## src/rtl/divisor_nb.sv

```systemverilog
// divisor_nb: button-driven numerator/denominator entry, restoring
// division (one quotient bit per clock) and paged result display.
// Optional feature macro: DIVISOR_ZERO_GUARD_EN -- when defined, ok with a
// zero denominator is refused (state stays in ENTER_DEN, err is raised).
module divisor_nb #(
    parameter int WIDTH = 4
) (
    input  logic             clk,
    input  logic             rst,
    input  logic             up,
    input  logic             down,
    input  logic             ok,
    output logic [WIDTH-1:0] leds,
    output logic [2:0]       phase,
    output logic             busy,
    output logic             done,
    output logic             err
);

    typedef enum logic [2:0] {
        ENTER_NUM = 3'd0,
        ENTER_DEN = 3'd1,
        DIVIDE    = 3'd2,
        SHOW_NUM  = 3'd3,
        SHOW_DEN  = 3'd4,
        SHOW_QUO  = 3'd5,
        SHOW_REM  = 3'd6
    } state_t;

    localparam int CW = $clog2(WIDTH) + 1;

    state_t           state_q, state_d;
    logic [WIDTH-1:0] num_q, num_d;
    logic [WIDTH-1:0] den_q, den_d;
    // quo_q doubles as the dividend shift register: dividend bits leave at
    // the top while quotient bits enter at the bottom.
    logic [WIDTH-1:0] quo_q, quo_d;
    logic [WIDTH:0]   rem_q, rem_d;
    logic [CW-1:0]    cnt_q, cnt_d;
    logic             err_q, err_d;
    logic             done_q, done_d;
    logic             start_div;
    logic [WIDTH+1:0] shifted;
    logic [WIDTH+1:0] trial;

    // Modulo-2^WIDTH edit of an entered value; simultaneous up/down cancel.
    function automatic logic [WIDTH-1:0] edit_value(input logic [WIDTH-1:0] v,
                                                    input logic inc,
                                                    input logic dec);
        if (inc && !dec) return v + WIDTH'(1);
        if (dec && !inc) return v - WIDTH'(1);
        return v;
    endfunction

    // State and datapath registers, all cleared asynchronously.
    always_ff @(posedge clk or negedge rst) begin
        if (!rst) begin
            state_q <= ENTER_NUM;
            num_q   <= '0;
            den_q   <= '0;
            quo_q   <= '0;
            rem_q   <= '0;
            cnt_q   <= '0;
            err_q   <= 1'b0;
            done_q  <= 1'b0;
        end else begin
            state_q <= state_d;
            num_q   <= num_d;
            den_q   <= den_d;
            quo_q   <= quo_d;
            rem_q   <= rem_d;
            cnt_q   <= cnt_d;
            err_q   <= err_d;
            done_q  <= done_d;
        end
    end

    // Next-state logic, value entry and one restoring-division step per cycle.
    always_comb begin
        state_d   = state_q;
        num_d     = num_q;
        den_d     = den_q;
        quo_d     = quo_q;
        rem_d     = rem_q;
        cnt_d     = cnt_q;
        err_d     = err_q;
        done_d    = 1'b0;
        start_div = 1'b0;
        // Remainder is always below den, so the top bit of shifted never
        // makes a valid trial result look negative.
        shifted   = {rem_q, quo_q[WIDTH-1]};
        trial     = shifted - {2'b00, den_q};
        case (state_q)
            ENTER_NUM: begin
                if (ok) state_d = ENTER_DEN;
                else    num_d   = edit_value(num_q, up, down);
            end
            ENTER_DEN: begin
                if (ok) begin
`ifdef DIVISOR_ZERO_GUARD_EN
                    if (den_q == '0) begin
                        err_d = 1'b1;
                    end else begin
                        start_div = 1'b1;
                        err_d     = 1'b0;
                    end
`else
                    start_div = 1'b1;
                    err_d     = (den_q == '0);
`endif
                end else begin
                    den_d = edit_value(den_q, up, down);
                end
            end
            DIVIDE: begin
                if (trial[WIDTH+1]) begin
                    rem_d = shifted[WIDTH:0];
                    quo_d = {quo_q[WIDTH-2:0], 1'b0};
                end else begin
                    rem_d = trial[WIDTH:0];
                    quo_d = {quo_q[WIDTH-2:0], 1'b1};
                end
                cnt_d = cnt_q + CW'(1);
                if (cnt_q == CW'(WIDTH - 1)) begin
                    state_d = SHOW_QUO;
                    done_d  = 1'b1;
                end
            end
            SHOW_NUM: if (ok) state_d = SHOW_DEN;
            SHOW_DEN: if (ok) state_d = SHOW_QUO;
            SHOW_QUO: if (ok) state_d = SHOW_REM;
            SHOW_REM: begin
                if (ok) begin
                    state_d = ENTER_NUM;
                    err_d   = 1'b0;
                end
            end
            default: state_d = ENTER_NUM;
        endcase
        if (start_div) begin
            state_d = DIVIDE;
            rem_d   = '0;
            quo_d   = num_q;
            cnt_d   = '0;
        end
    end

    // Output decode: LED page select and status flags.
    always_comb begin
        leds = '0;
        case (state_q)
            ENTER_NUM, SHOW_NUM: leds = num_q;
            ENTER_DEN, SHOW_DEN: leds = den_q;
            SHOW_QUO:            leds = quo_q;
            SHOW_REM:            leds = rem_q[WIDTH-1:0];
            default:             leds = '0;
        endcase
        phase = state_q;
        busy  = (state_q == DIVIDE);
        done  = done_q;
        err   = err_q;
    end

endmodule

```

## config.mk

```make
export PLATFORM = sky130hd
export DESIGN_NAME = divisor_nb
export DESIGN_NICKNAME = d
export VERILOG_FILES = /design/src/rtl/divisor_nb.sv
export SDC_FILE = /design/constraint.sdc
export NUM_CORES = 1
export LEC_CHECK = 0
export BUFFER_PORTS_ARGS = -buffer_cell sky130_fd_sc_hd__buf_2
export CAP_MARGIN = 20
export CORE_UTILIZATION = 25
export DETAILED_ROUTE_END_ITERATION = 10
export PLACE_DENSITY_LB_ADDON = 0.3
export SLEW_MARGIN = 10
export SYNTH_ARGS = -nofsm -noshare
export SYNTH_HDL_FRONTEND = slang
export SYNTH_SLANG_ARGS = --single-unit
```

## constraint.sdc

```tcl
create_clock -name clk -period 4.15 [get_ports clk]
set_clock_uncertainty 0.15 [all_clocks]
set_input_delay 0.415 -clock clk [delete_from_list [all_inputs] [get_ports clk]]
set_output_delay 0.415 -clock clk [all_outputs]
set_load 0.005 [all_outputs]
```

==> results.cfg <==
[synth]
syn_area_mm2 = 0.00168
post-synth-top-count-cell = dfrtp_1
yosysTopAreaCell = dfrtp_1
yosysTopAreaCellShare = 0.371
synth-edff-count = 0
ys_ff_latch = 25
postSynth.asyncResetShare = 1.00
yosysWarnings = 0
ys.flop_type = dfrtp_1
synthTopCellsByArea = dfrtp_1 (37%), ha_1 (9.7%), mux2i_1 (4.2%), nand2_1 (4.0%), o21ai_0 (3.9%)
ys_top_cells_by_count = dfrtp_1 (25), nand2_1 (18), ha_1 (13), nor2_1 (13), o21ai_0 (13)
syn_inst = 181
avgSynthCellArea_um2 = 9.30
yosysSeqAreaShare = 0.371
syn_nets = 200
synthDistinctLibCells = 36

[clock_network]
clk_pin_slew_worst_paths_ns = 0.09
clkSinkCount = 25
cts-resized-gates = 0
clockBufferDepth = 2
root_buffer = clkbuf_8
cts_made_buffers = 3
cts.htree.levels = 1
postCtsHoldBufs = 0
clk_latency_ns = 0.27
post-cts-setup-buffers = 0
cts_tree = done

[power_and_ir_drop]
power.switching_uw = 624
p_leak_nw = 0.860
ir_worst_vdd_uv = 169
powerDensity_mw_per_mm2 = 743
pwr-share-clk = 0.111
power_frac_seq = 0.374
p_total_mw = 1.36
p_comb_frac = 0.514
p_int_uw = 740
p_sw_frac = 0.458

[grt]
grt_overflow = 0
grt_max_degree = 26
antenna_found_initial = 0
grt_pass1_vias = 1318
grt_use_total = 0.115
grt_pass1_wl_mm = 6.54

[placed_design]
numPlacedInstances = 262
place_hpwl_mm = 2.78
io_buffers = 14
routabilityCongestion = 0.795
place_area_mm2 = 0.00179

[floorplanning]
die_w_um = 84.1
initial_core_util = 0.262
dieArea_mm2 = 0.00707
ios = 15
core-area_mm2 = 0.00642
die_y_um = 84.1
rows = 29

[drt]
drcViolationCount = 8
vias_per_cell = 4.89
ant_nets = 0
wirelength_mm = 3.73
wire_per_inst_um = 14.0
dr.pass1.iters = 7
vias = 1302
drt_iter0_drc = 71

[timing]
fmax_mhz = 372
worst_pin_slew_ns = 0.721
drv_slew = 0
hold_slack_ns = -0.0239
rsz0062_at_grt = no
tns_ns = 0
period_minus_slack_ns = 2.69
timing.slew.headroom = 0.517
setup_viol = 0
fin_crit_sh = 0.648
hold_viol = 25

[setup_path]
ff2ff_path_depth = 7
cp_data_arrival_time_ns = 2.13
crit-reg2reg-launch = den_q[1]
reg2reg_to = rem_q[4]
crit_type = flip-flop to primary output
cp_max_fo = 14
required_ns = 3.59
reg2reg_slack_ns = 1.76
start_kind = flip-flop
end_kind = primary output

[job]
maxCapViolations = 0

[final_layout]
fin_nets = 209
drive_above_1_share = 0.122
stdcell_area_mm2 = 0.00183
n_antenna_cell = 0
syn_to_final_growth_pct = 8.92
fin_cells = 266

[worst_hold_path]
hold_path_class = primary input to async pin

[run_status]
status = finished with violations
failed_checks = design-rule violations, negative hold slack
## registers in the layout, summed over array words and instances (netlist names)
signal  flops
err         1
rem_q       5
quo_q       4
cnt_q       3
phase       3
num_q       4
den_q       4
done        1
## power by group through the flow
stage               logic (mW)  registers, mW  clock network, mW
floorplan                0.602          0.432                  0
global placement         0.698          0.513                  0
detailed placement       0.710          0.513                  0
CTS                      0.714          0.509              0.156
global route             0.796          0.534              0.168
finish                   0.701          0.510              0.152
## logic make-up after synthesis
logic type      share of synthesized area
compound gates                      0.181
xor+xnor                           0.0572
fa+ha+maj                           0.108
buf+inv                            0.0639
flops                               0.371
mux                                0.0550
simple gates                        0.163
## worst max path at each step
stage	from	end	slack [ns]	cells after the start
after floorplan	den_q[1]	rem_q[4]	1.99	7
after global placement	den_q[1]	rem_q[4]	1.75	7
after detailed placement	den_q[1]	rem_q[4]	1.76	7
after CTS	phase[0]	leds[0]	1.49	5
after global routing	phase[0]	leds[0]	1.33	5
final	phase[0]	leds[0]	1.46	5
## cells in the final DEF, fill, tap and decap left out, types with 2 or more instances in the layout
master / count
xor2_1: 4
a22oi_1: 5
nor2_1: 13
a21oi_1: 11
nand4_1: 2
xnor2_1: 7
mux2i_1: 7
dfrtp_1: 25
buf_2: 14
or4_1: 3
nor2b_1: 4
o21ai_0: 13
a32oi_1: 2
ha_1: 13
clkbuf_8: 3
a221oi_1: 4
nand2b_1: 4
nand3_1: 5
nand2_1: 18
inv_1: 12
mux2_2: 2
a22o_1: 4
## per-layer routing
layer,vias up,GRT usage,routed length [um]
met4,0,0.0329,46
met2,25,0.185,1630
met3,4,0.0119,94
met5,-,0,0
met1,621,0.162,1960
li1,652,-,-
## layout make-up
type	instances	area [um^2]
fillers	701	4590
multi-input cells	134	951
flip-flops and latches	25	626
well taps	77	96.3
repair buffers	14	70.1
inverters	12	45.0
clock buffers	3	41.3
clock inverters	1	5.00
## critical path: stages, from the launching register on
cell	delay (ns)
dfrtp_1	0.59
nor2b_1	0.57
nor2_1	0.13
a221oi_1	0.27
a21oi_1	0.11
buf_2	0.18
## through the flow
stage | util | setup slack (ns)
3_5_place_dp | 0.278 | 1.76
5_1_grt | 0.286 | 1.33
6_report | 0.286 | 1.46
4_1_cts | 0.286 | 1.49
2_1_floorplan | - | 1.99
3_3_place_gp | 0.278 | 1.75
(Power assumes the default switching activity.)
